## src/rtl/ahb_master_traffic_gen.sv

```systemverilog
// ---------------------------------------------------------------------------
// ahb_master_traffic_gen
//
// Programmable stimulus master for the request side of an AHB master
// interface. One accepted start runs a write-then-readback sweep over
// NUM_SLV slaves. For each slave it writes num_words words, then reads them
// back and compares each word with the pattern it wrote. Readback mismatches
// are counted with saturation. A transfer that sees no xfer_done within
// TIMEOUT cycles aborts the whole run.
//
// Data pattern : PATTERN + (slave << 8) + word_index
// Address      : BASE_ADDR + word_index * (DATA_W/8)
//
// Ports
//   hclk        in   clock
//   hreset      in   synchronous reset, active-high
//   start       in   one-cycle run request, honoured only when idle
//   num_words   in   words per slave, sampled on an accepted start
//   dout        in   read data from the master interface (valid with xfer_done)
//   xfer_done   in   one-cycle pulse, current transfer completed
//   addr        out  transfer address
//   slv_sel_in  out  slave select
//   din         out  write data
//   wr          out  1 = write, 0 = read
//   enable      out  transfer enable to the master interface
//   hbusreq_in  out  bus request
//   busy        out  run in progress
//   done        out  one-cycle pulse at the end of a run (normal or abort)
//   err_cnt     out  readback mismatches in the last run, saturating
//   timeout_err out  sticky, last run aborted on a transfer timeout
//
// Timing: every output is a register. Control outputs are loaded on the
// edge that enters a state, so enable is high for exactly the cycles spent
// in WR/RD. FIN is one cycle with busy still high and the bus released. On
// the edge leaving FIN, busy drops and done pulses for one cycle.
// ---------------------------------------------------------------------------
module ahb_master_traffic_gen #(
  parameter int                ADDR_W    = 32,
  parameter int                DATA_W    = 32,
  parameter int                NUM_SLV   = 4,
  parameter int                LEN_W     = 4,
  parameter logic [ADDR_W-1:0] BASE_ADDR = '0,
  parameter logic [DATA_W-1:0] PATTERN   = DATA_W'(32'hA5A5_0000),
  parameter int                TIMEOUT   = 64,
  parameter int                ERR_W     = 8,
  localparam int               SEL_W     = (NUM_SLV > 1) ? $clog2(NUM_SLV) : 1
) (
  input  logic              hclk,
  input  logic              hreset,
  input  logic              start,
  input  logic [LEN_W-1:0]  num_words,
  input  logic [DATA_W-1:0] dout,
  input  logic              xfer_done,
  output logic [ADDR_W-1:0] addr,
  output logic [SEL_W-1:0]  slv_sel_in,
  output logic [DATA_W-1:0] din,
  output logic              wr,
  output logic              enable,
  output logic              hbusreq_in,
  output logic              busy,
  output logic              done,
  output logic [ERR_W-1:0]  err_cnt,
  output logic              timeout_err
);

  localparam int BYTES = DATA_W / 8;
  localparam int TMO_W = $clog2(TIMEOUT + 1);

  typedef enum logic [2:0] {
    S_IDLE,
    S_WR,
    S_WGAP,
    S_RD,
    S_RGAP,
    S_FIN
  } state_t;

  state_t           r_state;
  logic [LEN_W-1:0] r_nw;    // words per slave for this run
  logic [LEN_W-1:0] r_idx;   // word index within the current slave
  logic [SEL_W-1:0] r_slv;   // slave currently being swept
  logic [TMO_W-1:0] r_tmo;   // cycles already spent in the current WR/RD

  logic             w_last_idx;
  logic             w_last_slv;
  logic             w_tmo_hit;
  logic [LEN_W-1:0] w_idx_inc;
  logic [SEL_W-1:0] w_slv_inc;

  // Only used from WGAP/RGAP/RD, where r_nw is known to be non-zero.
  assign w_last_idx = (r_idx == r_nw - LEN_W'(1));
  assign w_last_slv = (r_slv == SEL_W'(NUM_SLV - 1));
  // True in the TIMEOUT-th cycle of a transfer. That cycle still accepts
  // xfer_done, which takes priority over the abort.
  assign w_tmo_hit  = (r_tmo == TMO_W'(TIMEOUT - 1));
  assign w_idx_inc  = r_idx + LEN_W'(1);
  assign w_slv_inc  = r_slv + SEL_W'(1);

  function automatic logic [ADDR_W-1:0] f_addr(input logic [LEN_W-1:0] idx);
    return BASE_ADDR + ADDR_W'(idx) * ADDR_W'(BYTES);
  endfunction

  function automatic logic [DATA_W-1:0] f_data(input logic [SEL_W-1:0] slv,
                                               input logic [LEN_W-1:0] idx);
    return PATTERN + (DATA_W'(slv) << 8) + DATA_W'(idx);
  endfunction

  // NOTE: every register here is written with <= so all right-hand sides
  // see the pre-edge values; mixing in = would make the result depend on
  // statement order.
  always_ff @(posedge hclk) begin
    if (hreset) begin
      r_state     <= S_IDLE;
      r_nw        <= '0;
      r_idx       <= '0;
      r_slv       <= '0;
      r_tmo       <= '0;
      addr        <= '0;
      slv_sel_in  <= '0;
      din         <= '0;
      wr          <= 1'b1;
      enable      <= 1'b0;
      hbusreq_in  <= 1'b0;
      busy        <= 1'b0;
      done        <= 1'b0;
      err_cnt     <= '0;
      timeout_err <= 1'b0;
    end else begin
      done <= 1'b0;

      case (r_state)
        S_IDLE: begin
          if (start) begin
            r_nw        <= num_words;
            r_slv       <= '0;
            r_idx       <= '0;
            err_cnt     <= '0;
            timeout_err <= 1'b0;
            busy        <= 1'b1;
            if (num_words == '0) begin
              r_state <= S_FIN;
            end else begin
              r_state    <= S_WR;
              r_tmo      <= '0;
              addr       <= f_addr('0);
              din        <= f_data('0, '0);
              slv_sel_in <= '0;
              wr         <= 1'b1;
              enable     <= 1'b1;
              hbusreq_in <= 1'b1;
            end
          end
        end

        S_WR: begin
          if (xfer_done) begin
            r_state <= S_WGAP;
            enable  <= 1'b0;
          end else if (w_tmo_hit) begin
            r_state     <= S_FIN;
            timeout_err <= 1'b1;
            enable      <= 1'b0;
            hbusreq_in  <= 1'b0;
          end else begin
            r_tmo <= r_tmo + TMO_W'(1);
          end
        end

        S_WGAP: begin
          r_tmo  <= '0;
          enable <= 1'b1;
          if (!w_last_idx) begin
            r_idx   <= w_idx_inc;
            r_state <= S_WR;
            addr    <= f_addr(w_idx_inc);
            din     <= f_data(r_slv, w_idx_inc);
          end else begin
            r_idx   <= '0;
            r_state <= S_RD;
            addr    <= f_addr('0);
            wr      <= 1'b0;
          end
        end

        S_RD: begin
          if (xfer_done) begin
            if ((dout != f_data(r_slv, r_idx)) && (err_cnt != '1))
              err_cnt <= err_cnt + ERR_W'(1);
            r_state <= S_RGAP;
            enable  <= 1'b0;
            // Release the bus for the single gap cycle between slaves.
            if (w_last_idx && !w_last_slv)
              hbusreq_in <= 1'b0;
          end else if (w_tmo_hit) begin
            r_state     <= S_FIN;
            timeout_err <= 1'b1;
            enable      <= 1'b0;
            hbusreq_in  <= 1'b0;
            wr          <= 1'b1;
          end else begin
            r_tmo <= r_tmo + TMO_W'(1);
          end
        end

        S_RGAP: begin
          if (!w_last_idx) begin
            r_idx   <= w_idx_inc;
            r_state <= S_RD;
            r_tmo   <= '0;
            addr    <= f_addr(w_idx_inc);
            enable  <= 1'b1;
          end else if (!w_last_slv) begin
            r_slv      <= w_slv_inc;
            r_idx      <= '0;
            r_state    <= S_WR;
            r_tmo      <= '0;
            addr       <= f_addr('0);
            din        <= f_data(w_slv_inc, '0);
            slv_sel_in <= w_slv_inc;
            wr         <= 1'b1;
            enable     <= 1'b1;
            hbusreq_in <= 1'b1;
          end else begin
            r_state    <= S_FIN;
            hbusreq_in <= 1'b0;
            wr         <= 1'b1;
          end
        end

        S_FIN: begin
          r_state    <= S_IDLE;
          busy       <= 1'b0;
          done       <= 1'b1;
          enable     <= 1'b0;
          hbusreq_in <= 1'b0;
          wr         <= 1'b1;
        end

        default: r_state <= S_IDLE;
      endcase
    end
  end

endmodule

```

## config.mk

```make
export PLATFORM = sky130hd
export DESIGN_NAME = ahb_master_traffic_gen
export DESIGN_NICKNAME = d
export VERILOG_FILES = /design/src/rtl/ahb_master_traffic_gen.sv
export SDC_FILE = /design/constraint.sdc
export NUM_CORES = 1
export LEC_CHECK = 0
export BUFFER_PORTS_ARGS = -buffer_cell sky130_fd_sc_hd__buf_2
export CORE_MARGIN = 1.5
export CORE_UTILIZATION = 35
export DETAILED_ROUTE_END_ITERATION = 7
export SLEW_MARGIN = 20
export SYNTH_ARGS = -nofsm -noshare
export SYNTH_HDL_FRONTEND = slang
export SYNTH_SLANG_ARGS = --single-unit
```

## constraint.sdc

```tcl
create_clock -name hclk -period 2.6 [get_ports hclk]
set_clock_uncertainty 0.15 [all_clocks]
set_input_delay 0.13 -clock hclk [delete_from_list [all_inputs] [get_ports hclk]]
set_output_delay 0.13 -clock hclk [all_outputs]
set_load 0.05 [all_outputs]
```

Yosys cells after proc, flatten, opt, wreduce, memory -nomap -nowiden
Index checks and enable logic that the tools add are counted.

operators by class
  add/subtract/negate cells = 9
  multipliers = 0
  div/mod/pow operators = 0
  order comparisons = 0
  equal/unequal tests = 27
  shift operators = 0
  mux-type cells = 68
  bitwise logic cells = 0
  reduce and logical (&&, ||, !) cells = 28

operators with widths
  kind                      count
  $mux W32                  9
  $pmux W32 S3              2
  $add A32 B10 Y32 const A  2
  $add A32 B4 Y32           2
  $mux W7                   6
  $ne A32 B32 Y1            1
  $pmux W7 S4               1
  $ne A2 B2 Y1 const B      13
  $mux W8                   3
  $mux W3                   7
  $mux W1                   19
  $reduce_and A6 Y1         3
  $mux W4                   4
  $pmux W8 S2               1
  $reduce_and A4 Y1         4
  $pmux W1 S5               3
  $pmux W3 S5               1
  $reduce_bool A5 Y1        3
  $mux W2                   6
  $pmux W4 S3               1
  $reduce_and A5 Y1         2
  $add A8 B1 Y8 const B     1
  $ne A8 B8 Y1 const B      1
  $pmux W2 S2               2
  26 further kinds          35

word-level totals
  register bits after elaboration = 100
  latch bits = 0
  bits in writable memories = 0
  bits in read-only memories = 0
  input port bits = 40
  output and inout bits = 80
  memories kept = 0

Longest topological paths before layout
  depth after elaboration = 7
  mapped depth = 11
  gate-level depth less buffers = 8

Worst setup path before layout
No wires, ideal clock.

  kind = register to register
  start = register r_nw[0]
  end = register addr[3]
  data arrival time = 2.381 ns
  data required time = 2.377 ns
  path slack = -0.005 ns
  stages on the path, launching flop included = 12
  buffers on the path = 3
  cells stage by stage = dfxtp_1 inv_1 ha_1 xnor2_1 or3_1 clkbuf_2 or3_1 buf_2 and3_4 or2_1 buf_6 o22ai_2

on the way
  cells in the longest elaborated chain, start to end = 4
  elaborated cells on any way between the ends = 7

ends and longest elaborated chain
  what                                                                RTL line  source
  from (decl)                                                         79        logic [LEN_W-1:0] r_nw;
  from (signal assigned)                                              134       r_nw <= num_words;
  $sub A4 B1 Y4 *                                                     91        assign w_last_idx = (r_idx == r_nw - LEN_W'(1));
  $eq A4 B4 Y1 *                                                      91
  $ne A3 B3 Y1 (no source line), or another cell as far along         --
  $reduce_and A4 Y1 (no source line) or $pmux W32 S3 (tied branches)  --
  to (signal assigned)                                                145       addr <= f_addr('0);
  to (signal assigned)                                                175       addr <= f_addr(w_idx_inc);
  to (signal assigned)                                                180       addr <= f_addr('0);
  to (decl)                                                           54        output logic [ADDR_W-1:0] addr,

Every way passes the cells marked *; elsewhere a longest branch is shown, timed or not.
A chain may end at the register's enable or synchronous reset.

Worst setup path after layout
  start = register r_idx[2]
  end = register din[8]

on the way
  cells in the longest elaborated chain, start to end = 4
  elaborated cells on any way between the ends = 8

ends and longest elaborated chain
  what                    RTL line  source
  from (decl)             80        logic [LEN_W-1:0] r_idx;
  from (signal assigned)  173       r_idx <= w_idx_inc;
  from (signal assigned)  207       r_idx <= w_idx_inc;
  $add A4 B1 Y4           96        assign w_idx_inc = r_idx + LEN_W'(1);
  $add A32 B4 Y32         105       return PATTERN + (DATA_W'(slv) << 8) + DATA_W'(idx);
  $mux W32                172       if (!w_last_idx) begin
  $pmux W32 S3            131       case (r_state)
  to (signal assigned)    146       din <= f_data('0, '0);
  to (signal assigned)    176       din <= f_data(r_slv, w_idx_inc);
  to (signal assigned)    218       din <= f_data(w_slv_inc, '0);
  to (decl)               56        output logic [DATA_W-1:0] din,

Parallel ways exist; a longest one is shown, timed or not. The select of a mux whose other input is x is not followed.

==> impl_results.md <==
* Final layout net count at 481
* Max stage delay cell, worst path: or4_1
* Area after detailed placement at 3248 um^2
* Clock period minus final worst setup slack at 2455 ps
* Period Utilization, post-route at 94.43%
* Top cells by instance count after synthesis: buf_4 (53), dfxtp_1 (47), nor2_1 (42), nand2_1 (18)
* Worst hold path type: input port to register
* TritonCTS clock tree: yes
* Clock transition at the registers of the reported paths at 90 ps
* Peak Freq at 407.3 MHz
* Detailed Route Iter0 Violations at 195
* Share of the core filled with cells at 43.81%
* Wire per inst at 12.76 um
* Outcome: completed
* Residual antenna-violating net count after detailed routing at 0
* Worst-skew pair later-pin latency at 300 ps
* Global route total overflow at 0
* Worst setup margin at 144.9 ps
* Yosys warning total at 0
* Number of cell rows at 32
* Most frequently used flop master after synthesis: dfxtp_1
* Clock sink count at 47
* Number of vias per cell at 4.816
* Total via count after detailed routing at 2,596
* Startpoint-to-endpoint class of the critical path: register to register
* CP Data Arrival Time at 2520 ps
* Share of final-layout standard cells stronger than drive strength 1 at 27.46%
* Number of buffer cells added on primary ports at 73
* Number of placed I/O pins at 120
* Area added between synthesis and finish at 19.79%
* DPL Wire Length at 5293 um
* Setup TNS Final at 0 ps
* Number of H-tree levels at 2
* Remaining DRCs at 0
* Number of enable-type register cells in the synthesized netlist at 0
* Clock root buffer master: clkbuf_8
* Post-Synthesis Mean Instance Area at 8.248 um^2
* Sequential-to-total area share from yosys stat at 32.78%
* Number of global-route vias before repair at 2,369
* Cell area power density at 542.8 nW/um^2
* Gate count of the mapped netlist at 348
* Number of library cell types mapped by synthesis at 53
* Cell class contributing the biggest share of worst-path delay: simple AND/OR/NAND/NOR gates
* Pre-Repair DR Iteration Count at 4
* Fin. Hold Viols at 0
* Cell breakdown of the critical path: xor3_1 > or3_4 > or4_1 > a21oi_2 > buf_4 > nor2_1 > a211oi_1
* Setup slack after placement at 48.88 ps
* PnR Total Power at 1.866 mW
* WL final at 6876 um
* Synthesized area at 2870 um^2
* Gpl congestion at 0.8687
* Number of pins exceeding their max-slew limit in the final report at 0
* Number of diodes added for antenna fixing at 0
* Async set or reset register ratio after synthesis at 0%
* Dominant cells by area after synthesis: dfxtp_1 (33%), buf_4 (14%), nor2_1 (5.5%)
* Max Root-Sink Buffers at 2
* Area of the die at 8753 um^2
* CTS buffer count at 5
* Global-route wire length before repair at 11,360 um
* Setup crit end kind: register
* Peak per-stage delay on the critical path at 490 ps
* Register bit count reported by yosys at 47
* Initial Utilization at 36.58%
* Die Ht at 93.56 um
* Cell type with the highest aggregate area in the netlist: dfxtp_1
* Worst path buffer plus inverter count at 1
* Number of endpoints failing setup at the final stage at 0
* Area share of the leading cell type in the synthesized netlist at 32.78%
* Max_cap viols at 0
* Dominant cell by count in the synthesized netlist: buf_4
* Horizontal die dimension at 93.56 um
* Kind of start point of the critical path: register
* Slew HR at 63.42%
* Finished layout cell area at 3438 um^2
* Core box area at 7848 um^2
* Largest net degree at the start of global routing at 31
* Peak supply drop at 0.2411 mV
* Required time of the critical path at 2670 ps
* Number of antenna violations at the first check in global routing at 0
* Maximum fanout along the worst path at 5
* Reported leakage power at 1.488 nW
* Combined global-route utilization of all metal layers at 16.35%
* Least-Margin Pin Slew at 548.6 ps
==> through the flow <==
stage | hold WS (ps) | std cells
final | 143.9 | 539
after global routing | 176.7 | 539
after CTS | 148.2 | 538
after detailed placement | 253.4 | 525
after global placement | 245.8 | 525
after floorplan | 72.41 | 393
==> flip-flops by register name, summed over array words and instances, names as in the netlist <==
register and count:
enable 1, done 1, r_idx 4, timeout_err 1, r_state 3, din 7
r_nw 4, busy 1, slv_sel_in 2, err_cnt 8, r_slv 2, hbusreq_in 1
addr 4, wr 1, r_tmo 7
==> final timing paths <==
check / to / slack (ps) / startpoint / cells past startpoint
max: din[8] / 140 / r_idx[2] / 7
max reg2reg: din[8] / 140 / r_idx[2] / 7
min: r_idx[0] / 140 / hreset / 2
min reg2reg: din[3] / 320 / din[3] / 1
==> report_power, final <==
part | internal (mW) | switching (mW) | leakage (nW) | total [mW]
Combinational | 0.140 | 0.383 | 1.04 | 0.523
Clock | 0.317 | 0.261 | 0.0618 | 0.578
Sequential | 0.744 | 0.0215 | 0.382 | 0.765
==> metal layers <==
metal,track usage [%],part of all wire [%],vias to the layer above
li1,-,-,1304
met1,22.01,46,1173
met2,26.33,46,106
met3,2.927,6.5,13
met4,5.348,1.8,0
met5,0,0,-
==> timing repair <==
action                     4_1_cts  5_1_grt
hold buffers                     5        0
hold endpoints to repair         5        0
gates resized for setup          0        4
setup buffers                    0        1
setup endpoints to repair        0       20
==> area by class of cell <==
type	count	area, um^2
clock inverters	2	38.79
clock buffers	6	82.58
inverters	8	30.03
repair buffers	102	595.6
well taps	102	127.6
multi-input cells	272	1620
flip-flops and latches	47	943.4
fillers	785	4409
==> cell families after synthesis <==
group / synth area share (%)
buf+inv: 17.00
simple gates: 23.19
flops: 32.78
mux: 2.441
other cells: 0.1307
xor+xnor: 7.236
compound gates: 15.04
fa+ha+maj: 2.180
==> cell usage in the layout, fill, tap and decap left out, types with 4 or more instances in the layout <==
| cell | count |
|---|---|
| or4_1 | 4 |
| clkbuf_8 | 6 |
| o31ai_1 | 4 |
| buf_2 | 73 |
| ha_1 | 5 |
| nand4_1 | 5 |
| xor2_1 | 4 |
| mux2i_1 | 7 |
| nand2_1 | 18 |
| nor4_1 | 5 |
| buf_4 | 24 |
| conb_1 | 46 |
| nor3_1 | 10 |
| a22oi_1 | 4 |
| nand3_1 | 15 |
| inv_1 | 8 |
| dlygate4sd3_1 | 5 |
| o21ai_0 | 6 |
| a21oi_1 | 17 |
| nor2_1 | 41 |
| dfxtp_1 | 45 |
| xnor2_1 | 17 |
| or3_1 | 5 |
| o2bb2ai_1 | 7 |
Note: power is estimated with default switching activity, not from simulation.
